$ cat config.mk
export PLATFORM = sky130hd
export DESIGN_NAME = simon_key_sched
export DESIGN_NICKNAME = d
export VERILOG_FILES = /design/src/rtl/simon_pkg.sv /design/src/rtl/simon_key_round.sv /design/src/rtl/simon_key_sched.sv
export SDC_FILE = /design/constraint.sdc
export NUM_CORES = 1
export LEC_CHECK = 0
export BUFFER_PORTS_ARGS = -buffer_cell sky130_fd_sc_hd__buf_2
export CAP_MARGIN = 20
export CORE_MARGIN = 8
export CORE_UTILIZATION = 30
export CTS_BUF_LIST = sky130_fd_sc_hd__clkbuf_8
export DETAILED_ROUTE_END_ITERATION = 10
export PLACE_DENSITY = 0.51
export SYNTH_ARGS = -nofsm -noshare
export SYNTH_HDL_FRONTEND = slang
export SYNTH_HIERARCHICAL = 1
export SYNTH_SLANG_ARGS = --single-unit
$ cat constraint.sdc
create_clock -name clk -period 7.5 [get_ports clk]
set_clock_uncertainty 0.1 [all_clocks]
set_input_delay 1.5 -clock clk [delete_from_list [all_inputs] [get_ports clk]]
set_output_delay 1.5 -clock clk [all_outputs]
set_load 0.03 [all_outputs]
$ cat src/rtl/simon_pkg.sv
// Shared definitions for the Simon key schedule: z constant sequences, parameter
// legality check and the expander FSM state type.
package simon_pkg;

    typedef enum logic [0:0] {StIdle, StRun} state_e;

    function automatic logic [61:0] rev62(input logic [61:0] x);
        logic [61:0] r;
        for (int j = 0; j < 62; j++) begin
            r[j] = x[61-j];
        end
        return r;
    endfunction

    // Literals are written element 0 first; reversed so bit j holds element j.
    localparam logic [61:0] Z_SEQ [5] = '{
        rev62(62'b11111010001001010110000111001101111101000100101011000011100110),
        rev62(62'b10001110111110010011000010110101000111011111001001100001011010),
        rev62(62'b10101111011100000011010010011000101000010001111110010110110011),
        rev62(62'b11011011101011000110010111100000010010001010011100110100001111),
        rev62(62'b11010001111001101011011000100000010111000011001010010011101111)
    };

    function automatic bit params_legal(input int w, input int m, input int t, input int z);
        return (w inside {16, 24, 32, 48, 64}) && (m inside {2, 3, 4}) && (t >= m) &&
               (z >= 0) && (z <= 4);
    endfunction

endpackage

$ cat src/rtl/simon_key_round.sv
// Combinational Simon key-expansion step: derives k[i+m] from the current key window.
module simon_key_round #(
    parameter int WORD_W    = 16,
    parameter int KEY_WORDS = 4
) (
    input  logic [WORD_W-1:0] w0,
    input  logic [WORD_W-1:0] w1,
    input  logic [WORD_W-1:0] wm1,
    input  logic              z_bit,
    output logic [WORD_W-1:0] new_word
);

    function automatic logic [WORD_W-1:0] rotr(input logic [WORD_W-1:0] x, input int r);
        return (x >> r) | (x << (WORD_W - r));
    endfunction

    logic [WORD_W-1:0] tmp;

    always_comb begin
        tmp = rotr(wm1, 3);
        if (KEY_WORDS == 4) begin
            tmp = tmp ^ w1;
        end
        tmp = tmp ^ rotr(tmp, 1);
        new_word = ~w0 ^ tmp ^ WORD_W'(3) ^ {{(WORD_W-1){1'b0}}, z_bit};
    end

endmodule

$ cat src/rtl/simon_key_sched.sv
// Simon key-expansion engine streaming round keys over valid/ready.
// Define SIMON_KEY_SCHED_STORE_EN to also keep every emitted key in a readable RAM.
module simon_key_sched
    import simon_pkg::*;
#(
    parameter int WORD_W    = 16,
    parameter int KEY_WORDS = 4,
    parameter int ROUNDS    = 32,
    parameter int Z_IDX     = 0,
    localparam int IDX_W    = $clog2(ROUNDS)
) (
    input  logic                          clk,
    input  logic                          rst,
    input  logic [KEY_WORDS*WORD_W-1:0]   key_in,
    input  logic                          start,
    output logic                          busy,
    output logic                          done,
    output logic                          rk_valid,
    input  logic                          rk_ready,
`ifdef SIMON_KEY_SCHED_STORE_EN
    input  logic [IDX_W-1:0]              rd_addr,
    input  logic                          rd_en,
    output logic [WORD_W-1:0]             rd_data,
`endif
    output logic [IDX_W-1:0]              rk_idx,
    output logic [WORD_W-1:0]             rk_data
);

    if (!params_legal(WORD_W, KEY_WORDS, ROUNDS, Z_IDX)) begin : g_bad_params
        $error("simon_key_sched: illegal parameter combination");
    end

    state_e            state_q;
    logic [WORD_W-1:0] win_q [KEY_WORDS];
    logic [IDX_W-1:0]  idx_q;
    logic [WORD_W-1:0] data_q;
    logic              valid_q, busy_q, done_q;
    logic [5:0]        zcnt_q;
    logic [WORD_W-1:0] gen_word;
    logic [WORD_W-1:0] win_next;

    simon_key_round #(
        .WORD_W   (WORD_W),
        .KEY_WORDS(KEY_WORDS)
    ) u_round (
        .w0      (win_q[0]),
        .w1      (win_q[1]),
        .wm1     (win_q[KEY_WORDS-1]),
        .z_bit   (Z_SEQ[Z_IDX][zcnt_q]),
        .new_word(gen_word)
    );

    // Master-key word following the current index, while still inside the loaded key.
    always_comb begin
        win_next = win_q[0];
        for (int j = 0; j < KEY_WORDS; j++) begin
            if (int'(idx_q) + 1 == j) win_next = win_q[j];
        end
    end

    always_ff @(posedge clk or posedge rst) begin
        if (rst) begin
            state_q <= StIdle;
            for (int j = 0; j < KEY_WORDS; j++) win_q[j] <= '0;
            idx_q   <= '0;
            data_q  <= '0;
            valid_q <= 1'b0;
            busy_q  <= 1'b0;
            done_q  <= 1'b0;
            zcnt_q  <= '0;
        end else begin
            done_q <= 1'b0;
            case (state_q)
                StIdle: begin
                    if (start) begin
                        for (int j = 0; j < KEY_WORDS; j++) win_q[j] <= key_in[j*WORD_W +: WORD_W];
                        state_q <= StRun;
                        busy_q  <= 1'b1;
                        valid_q <= 1'b1;
                        idx_q   <= '0;
                        data_q  <= key_in[WORD_W-1:0];
                        zcnt_q  <= '0;
                    end
                end
                StRun: begin
                    if (rk_ready) begin
                        if (idx_q == IDX_W'(ROUNDS - 1)) begin
                            state_q <= StIdle;
                            busy_q  <= 1'b0;
                            valid_q <= 1'b0;
                            done_q  <= 1'b1;
                        end else begin
                            idx_q <= idx_q + IDX_W'(1);
                            if (idx_q < IDX_W'(KEY_WORDS - 1)) begin
                                data_q <= win_next;
                            end else begin
                                data_q <= gen_word;
                                for (int j = 0; j < KEY_WORDS - 1; j++) win_q[j] <= win_q[j+1];
                                win_q[KEY_WORDS-1] <= gen_word;
                                zcnt_q <= (zcnt_q == 6'd61) ? 6'd0 : zcnt_q + 6'd1;
                            end
                        end
                    end
                end
                default: state_q <= StIdle;
            endcase
        end
    end

    assign busy     = busy_q;
    assign done     = done_q;
    assign rk_valid = valid_q;
    assign rk_idx   = idx_q;
    assign rk_data  = data_q;

`ifdef SIMON_KEY_SCHED_STORE_EN
    // Key store survives reset; unwritten entries return whatever an earlier run left.
    logic [WORD_W-1:0] mem_q [ROUNDS];
    logic [WORD_W-1:0] rd_q;

    always_ff @(posedge clk) begin
        if (valid_q && rk_ready) mem_q[idx_q] <= data_q;
        if (rd_en) rd_q <= mem_q[rd_addr];
    end

    assign rd_data = rd_q;
`else
    // Pure streaming: emitted keys are not retained.
`endif

endmodule

# Yosys cells after proc, flatten, opt, wreduce, memory -nomap -nowiden
# Memories as Yosys holds them, arrays and structs flattened.
# Cells that the tools add are included.
dict set report word_totals {
  word_cells 73
  out_inout_bits 24
  latchBits 0
  mem_bits_ro 64
  input_bits 68
  ramBits 0
  reg_bits 94
  mem_count 1
}
dict set report classes {
  n_eq_ne 10
  n_div 0
  n_addsub 3
  reduce_logical 3
  order_cmp 2
  n_mul 0
  n_bitwise 9
  n_shift 0
  n_mux 35
}
# name words word_bits read_ports rd_clocked_by_memory_dff write_ports line
set mem_list {}
lappend mem_list {{(no name shown)} 64 1 1 0 0 simon_key_sched.sv:49} ;# .z_bit (Z_SEQ[Z_IDX][zcnt_q]),
# op count
set op_table {}
lappend op_table {{$mux W64} 4}
lappend op_table {{$pmux W64 S2} 1}
lappend op_table {{$mux W16} 7}
lappend op_table {{$xor A16 B16 Y16} 3}
lappend op_table {{$eq A32 B2 Y1 const B} 1}
lappend op_table {{$eq A32 B3 Y1 const B} 1}
lappend op_table {{$pmux W16 S2} 1}
lappend op_table {{$mux W6} 5}
lappend op_table {{$not A16 Y16} 1}
lappend op_table {{$or A13 B16 Y16} 1}
lappend op_table {{$or A15 B16 Y16} 1}
lappend op_table {{$xor A16 B1 Y16} 1}
lappend op_table {{$mux W5} 3}
lappend op_table {{$pmux W6 S2} 1}
lappend op_table {{$mux W1} 10}
lappend op_table {{$pmux W5 S2} 1}
lappend op_table {{$ne A2 B2 Y1 const B} 4}
lappend op_table {{$lt A6 B7 Y1 const B} 1}
lappend op_table {{$add A5 B1 Y6 const B} 1}
lappend op_table {{$add A6 B1 Y6 const B} 1}
lappend op_table {{$eq A6 B2 Y1 const B} 1}
lappend op_table {{$eq A6 B6 Y1 const B} 1}
lappend op_table {{$reduce_and A3 Y1} 2}
lappend op_table {{$add A5 B1 Y5 const B} 1}
lappend op_table {{7 further kinds} 8}

# Logic depth before layout (Yosys ltp)
# Gate-level depths: netlist (run 1).
dict set report logic_depth {
  word_depth 11
  depth_mapped 12
  ltp_nobuf 11
}

# By module
# The synthesis (run 1) kept the hierarchy.
# mod instances cells_per_inst area_per_inst_um2
set by_module_without_submodules {}
lappend by_module_without_submodules {simon_key_sched 1 581 5342.6}
lappend by_module_without_submodules {simon_key_round 1 33 516.7}

# Worst setup path after synthesis (run 1)
# Ideal clock, no wire load.
dict set report synth_path {
  path_kind {input to register}
  start {input start}
  end {register zcnt_q[2]}
  setup_time_ns 0.137
  t_required_ns 7.263
  slack_ns 4.849
  t_arrival_ns 2.414
  stages 6
  cell_sequence {nor2b_1 > a2bb2oi_2 > buf_2 > o21ai_0 > nand2_1 > o21ai_0}
}
dict set report synth_between {
  elab_chain_len 2
}
# item line
set synth_lines {}
lappend synth_lines {{from (decl)} simon_key_sched.sv:15} ;# input logic start,
lappend synth_lines {{$ne A2 B2 Y1 (no line)} -}
lappend synth_lines {{$reduce_and A4 Y1 (no line)} -}
lappend synth_lines {{to (signal assigned)} simon_key_sched.sv:100} ;# zcnt_q <= (zcnt_q == 6'd61) ? 6'd0 : zcnt_q + 6'd1;
lappend synth_lines {{to (decl)} simon_key_sched.sv:38} ;# logic [5:0] zcnt_q;
# No other way between the ends.
# A chain may end at the register's enable or synchronous reset.

# Final worst setup path (run 1)
dict set report layout_path {
  start {register idx_q[0], in the netlist rk_idx[0]}
  end {register win_q[44] in the netlist's numbering}
}
dict set report layout_between {
  elab_chain_len 3
  word_cells_on_any_way 5
}
# item line
set layout_lines {}
lappend layout_lines {{from (decl)} simon_key_sched.sv:35} ;# logic [IDX_W-1:0] idx_q;
lappend layout_lines {{from (signal assigned)} simon_key_sched.sv:93} ;# idx_q <= idx_q + IDX_W'(1);
lappend layout_lines {{$lt A5 B2 Y1 / $eq A5 B5 Y1 (equally long branches)} {simon_key_sched.sv:94, simon_key_sched.sv:87}}
lappend layout_lines {{$ne A2 B2 Y1 (no line)} -}
lappend layout_lines {{$reduce_and A4 Y1 (no line) (*)} -}
lappend layout_lines {{to (signal, indexed assignment)} simon_key_sched.sv:99} ;# win_q[KEY_WORDS-1] <= gen_word;
lappend layout_lines {{to (decl)} simon_key_sched.sv:34} ;# logic [WORD_W-1:0] win_q [KEY_WORDS];
# Mark *: on every way between the ends. The rest lies on a longest branch, timed or not.

==> results of run 1 <==
cells in the mapped netlist (2+ instances only):
master	number	share of area, %
a22oi_1	15	1.9
xor2_1	17	2.5
a21o_1	2	0.26
and3b_1	2	0.30
mux2i_1	50	8.5
nand2_1	45	2.9
clkbuf_1	22	1.4
o221ai_2	11	2.8
buf_4	7	0.90
nor2b_1	19	2.0
o21ai_0	35	3.0
nor2_1	73	4.7
dfrtp_1	94	40
a22o_1	2	0.30
buf_6	3	0.58
xnor3_1	16	6.1
o31ai_1	3	0.38
a21oi_2	10	1.5
o21ai_1	11	0.94
nand3_1	5	0.43
o221ai_1	6	0.90
inv_1	10	0.64
a21oi_1	105	9.0
buf_2	17	1.5
ha_1	10	2.1
and3_1	2	0.21
critical path: cells and delay by family, from the launching register on:
family / cells / cell delay (ns)
and+or+nand+nor: 3 / 0.54
adders and majority gates: 2 / 0.54
DFF: 1 / 0.55
AOI/OAI and AO/OA: 2 / 0.83
buffers and inverters: 2 / 0.97
layout make-up:
| cell class | instances | area [um^2] |
|---|---|---|
| repair buffers | 97 | 520 |
| inverters | 10 | 40.0 |
| well taps | 265 | 332 |
| clock inverters | 6 | 62.6 |
| multi-input cells | 459 | 3220 |
| clock buffers | 9 | 124 |
| flip-flops and latches | 94 | 2360 |
| fillers | 1998 | 12700 |
final timing paths:
kind                               to       start  cells past startpoint
setup / recovery            win_q[44]   rk_idx[0]                      9
hold / removal             rk_data[6]  rk_data[6]                      2
setup reg to reg            win_q[44]   rk_idx[0]                      9
hold reg to reg            rk_data[6]  rk_data[6]                      2
max in group asynchronous   win_q[14]         rst                      3
min in group asynchronous   win_q[19]         rst                      2
metal layers:
metal  vias up  global-route usage (%)  wire length [um]
li1       2283                       -                 -
met1      2326                    18.9              8030
met2       149                    23.3              8220
met3        18                    2.66               889
met4         0                    5.55               323
met5         -                       0                 0
report_power, final:
group,internal (uW),total (uW),switching [uW],leakage (uW)
combinational,900,2010,1110,0.00197
clock,153,345,192,0.0000992
sequential,733,993,260,0.00104
cells by family (layout without fill, tap and decap cells):
kind of cell             count (synthesis)  count (layout)  synth area share [%]
adder cells (fa/ha/maj)                 10              10                  2.14
buffers and inverters                   61             122                  5.30
XOR/XNOR                                35              35                  9.12
flip-flops                              94              94                  40.1
multiplexers                            52              52                  9.12
AND/OR/NAND/NOR                        153             153                  11.3
AO/OA/AOI/OAI                          209             209                  22.8
sequential cells by signal (all words and copies together), names as in the netlist:
| name | cells |
|---|---|
| win_q | 64 |
| zcnt_q | 6 |
| done | 1 |
| busy | 1 |
| rk_idx | 5 |
| state_q | 1 |
| rk_data | 16 |
metrics by stage:
stage	worst slack (ns)	hold slack [ns]	cell area (um^2)	utilization, %
after floorplan	3.45	0.417	5860	-
after global placement	3.57	0.377	6440	33.3
after detailed placement	3.50	0.373	6440	33.3
after CTS	3.86	0.400	6630	34.3
after global routing	3.51	0.428	6650	34.4
final	3.83	0.396	6650	34.4
==> impl_metrics.json, run 1 <==
{
  "ys_ff_latch": 94,
  "drc": 0,
  "initial_core_util_pct": 30.3,
  "yosys_warnings": 6,
  "synth_cells": 614,
  "seq_area_frac_synth_pct": 40.1,
  "vias_per_cell": 5.08,
  "hpwl_um": 11600,
  "path_class": "reg -> reg",
  "cts_hold_buffers": 0,
  "cp.required_ns": 7.70,
  "crit_chain": "ha_1, inv_1, nor2_1, ha_1, and3b_1, a2bb2oi_4, buf_4, nor2_1, a21oi_1",
  "die-area_um2": 24300,
  "worst_slew_pin_slew_ns": 1.14,
  "cts_resized": 0,
  "synth_fp_nets": 692,
  "hold_class": "reg -> reg",
  "instances_no_fill": 940,
  "grt_pass1_vias": 4794,
  "die_w_um": 156,
  "place_congestion": 0.777,
  "wl_um": 17500,
  "clockBufferDepth": 2,
  "postCtsSetupRepairBufs": 0,
  "synth_cell_types": 48,
  "clkSinkCount": 94,
  "slew_headroom_pct": 23.7,
  "antenna_cells": 0,
  "rsz0062_at_grt": "no",
  "area_delta_synth_final_pct": 13.5,
  "p_total_uw": 3350,
  "dp.cells": 924,
  "nets": 749,
  "grt_usage_pct": 14.5,
  "syn-mean-instance-area_um2": 9.54,
  "clk_latency_ns": 0.38,
  "cp.arrival_ns": 3.86,
  "coreArea_um2": 19300,
  "drtIter0Drc": 449,
  "die_h_um": 156,
  "max_stage_delay_ns": 0.85,
  "firstDrtPassIters": 7,
  "worstSetupEndpointType": "register",
  "grt_pass1_wl_um": 27500,
  "port_buffers": 91,
  "vias": 4776,
  "power_density_nw_per_um2": 504,
  "hold_viol": 0,
  "fin_crit_sh_pct": 48.9,
  "setup_violations": 0,
  "ff2ff_setup_slack_ns": 3.83,
  "synth_flop_cell": "dfrtp_1",
  "drv_cap": 0,
  "outcome": "finished, final reports clean",
  "ant_nets": 0,
  "drv_slew": 0,
  "synth_area_um2": 5860,
  "grt_max_degree": 100,
  "std_cell_rows": 51,
  "startpoint_type": "register",
  "fmax_mhz": 273,
  "fin_crit_ns": 3.67,
  "synth_edf_count": 0,
  "layout-drive-gt1-share_pct": 21.6,
  "grt-ovfl-total": 0,
  "wl_per_cell_um": 18.6,
  "layout_commonest_cell": "a21oi_1",
  "layout.cells.most_common_list": "a21oi_1 (105), dfrtp_1 (93), buf_2 (91)",
  "numCtsBuffers": 9,
  "clk_pin_slew_ns": 0.09,
  "cts_tree": "done",
  "crit_fanout": 99,
  "vdd_ir_drop_max_mv": 0.239,
  "root_buffer": "clkbuf_8",
  "h-tree-depth": 3,
  "synthArstFlopShare_pct": 100,
  "leakage_uw": 0.00310,
  "antenna_found_initial": 0,
  "finalSetupTns_ns": 0,
  "crit_slowest_cell": "buf_4",
  "ioPinCount": 92
}
No activity file was read; power rests on OpenSTA's default activity.
==> run 2, diff against run 1 <==
Settings changed: PLACE_DENSITY 0.51 to 0.52.
Clock period 7.5 ns to 3.1 ns, I/O delays scaled along.
==> run 2 against run 1 <==
Compared with the run above:
- total power is 150% higher
- highest routed layer unchanged
- core utilization is 0.93 points higher
- first-iteration DRC count decreased by 25%
- sequential power increased by 140%
- final cell count increased by 1.7%
- register-to-register slack lost 3.5 ns
- combinational power rose to 2.5 times the previous value
==> impl_metrics.json, run 2 (synthesized netlist as in run 1, its figures left out) <==
{
  "power_density_nw_per_um2": 1220,
  "cp.required_ns": 3.25,
  "antenna_cells": 0,
  "grt_pass1_vias": 5019,
  "finalSetupTns_ns": 0,
  "reg2reg_depth": 9,
  "slew_headroom_pct": 54.4,
  "grt_pass1_wl_um": 27300,
  "timing.rr.end": "rk_data[0]",
  "cts_resized": 0,
  "drv_cap": 0,
  "clockBufferDepth": 2,
  "final_util_pct": 35.3,
  "layout_commonest_cell": "a21oi_1",
  "wl_per_cell_um": 18.2,
  "hold_class": "in -> async",
  "hold_viol": 0,
  "h-tree-depth": 3,
  "clk_latency_ns": 0.38,
  "grt-ovfl-total": 0,
  "cts_tree": "done",
  "crit_fanout": 10,
  "vias": 4892,
  "wl_um": 17400,
  "port_buffers": 91,
  "drtIter0Drc": 336,
  "stdcell_area_um2": 6830,
  "clkSinkCount": 94,
  "std_cell_rows": 51,
  "crit_slowest_cell": "dfrtp_1",
  "startpoint": "zcnt_q[0]",
  "place_congestion": 0.792,
  "startpoint_type": "register",
  "grt_max_degree": 48,
  "grt_usage_pct": 14.3,
  "die_h_um": 156,
  "path_buf_inv": 1,
  "fin_crit_ns": 2.73,
  "drc": 0,
  "die_w_um": 156,
  "cts_hold_buffers": 0,
  "reg2reg_from": "zcnt_q[0]",
  "fmax_mhz": 367,
  "top_register": "win_q",
  "numCtsBuffers": 9,
  "crit_family": "XOR/XNOR gates",
  "vdd_ir_drop_max_mv": 0.390,
  "die-area_um2": 24300,
  "root_buffer": "clkbuf_8",
  "vias_per_cell": 5.12,
  "leakage_uw": 0.00319,
  "rsz0062_at_grt": "no",
  "layout-drive-gt1-share_pct": 23.2,
  "coreArea_um2": 19300,
  "largest_reg_flops": 64,
  "ioPinCount": 92,
  "outcome": "finished, final reports clean",
  "firstDrtPassIters": 4,
  "layout.cells.most_common_list": "a21oi_1 (105), dfrtp_1 (93), buf_2 (91)",
  "ff2ff_setup_slack_ns": 0.37,
  "dpl_cell_area_um2": 6620,
  "drv_slew": 0,
  "ant_nets": 0,
  "initial_core_util_pct": 30.3,
  "postCtsSetupRepairBufs": 0,
  "worstSetupEndpointType": "register",
  "setup_violations": 0,
  "nets": 764,
  "crit_chain": "inv_1, ha_1, mux4_2, nand2_1, a31o_2, xor2_1, xnor3_1, a21oi_2, o221ai_1",
  "hpwl_um": 12200,
  "fin_crit_sh_pct": 88.0,
  "antenna_found_initial": 0,
  "worst_slew_pin_slew_ns": 0.682,
  "max_stage_delay_ns": 0.52,
  "clk_pin_slew_ns": 0.09,
  "area_delta_synth_final_pct": 16.6,
  "cp.arrival_ns": 2.87,
  "path_class": "reg -> reg"
}
-- run 2: how the worst max path moves through the flow --
stage                            end  cells after the start
after detailed placement  rk_data[0]                      9
after global placement      win_q[0]                      9
after CTS                 rk_data[0]                      9
final                     rk_data[0]                      9
after global routing        win_q[0]                      9
after floorplan           rk_data[0]                     10
-- run 2: per-layer routing --
| layer | up-vias | wire [um] | track usage (%) |
|---|---|---|---|
| met3 | 28 | 1060 | 3.32 |
| met5 | - | 0 | 0 |
| li1 | 2308 | - | - |
| met2 | 163 | 8060 | 23.4 |
| met4 | 0 | 365 | 4.99 |
| met1 | 2393 | 7880 | 18.2 |
-- run 2: final cells by class --
| cell class | instances | area (um^2) |
|---|---|---|
| multi-input combinational | 459 | 3220 |
| inverter | 10 | 41.3 |
| tap | 265 | 332 |
| sequential | 94 | 2360 |
| timing repair buffer | 112 | 683 |
| clock buffer | 11 | 151 |
| fill | 1977 | 12500 |
| clock inverter | 5 | 50.0 |
-- run 2: worst reg2reg max path, stage by stage, from the launching register on --
cell and delay [ns]:
dfrtp_1 0.52, inv_1 0.14, ha_1 0.35, mux4_2 0.46, nand2_1 0.08, a31o_2 0.16
xor2_1 0.18, xnor3_1 0.36, a21oi_2 0.12, o221ai_1 0.13
-- run 2: where the power goes --
part / total [uW] / switching, uW / internal, uW / leakage [uW]
Sequential: 2410 / 635 / 1770 / 0.00104
Clock: 864 / 453 / 411 / 0.000108
Combinational: 5090 / 2760 / 2330 / 0.00205
Total: 8360 / 3840 / 4510 / 0.00319
-- run 2: per-stage QoR --
stage | total power [uW] | hold WS (ns) | std cells | worst slack [ns]
4_1_cts | 8360 | 0.140 | 955 | 0.361
2_1_floorplan | 6240 | 0.417 | 614 | 0.459
6_report | 8360 | 0.147 | 956 | 0.373
3_5_place_dp | 7470 | 0.378 | 939 | 0.384
3_3_place_gp | 7300 | 0.384 | 939 | 0.475
5_1_grt | 8990 | 0.171 | 956 | 0.147
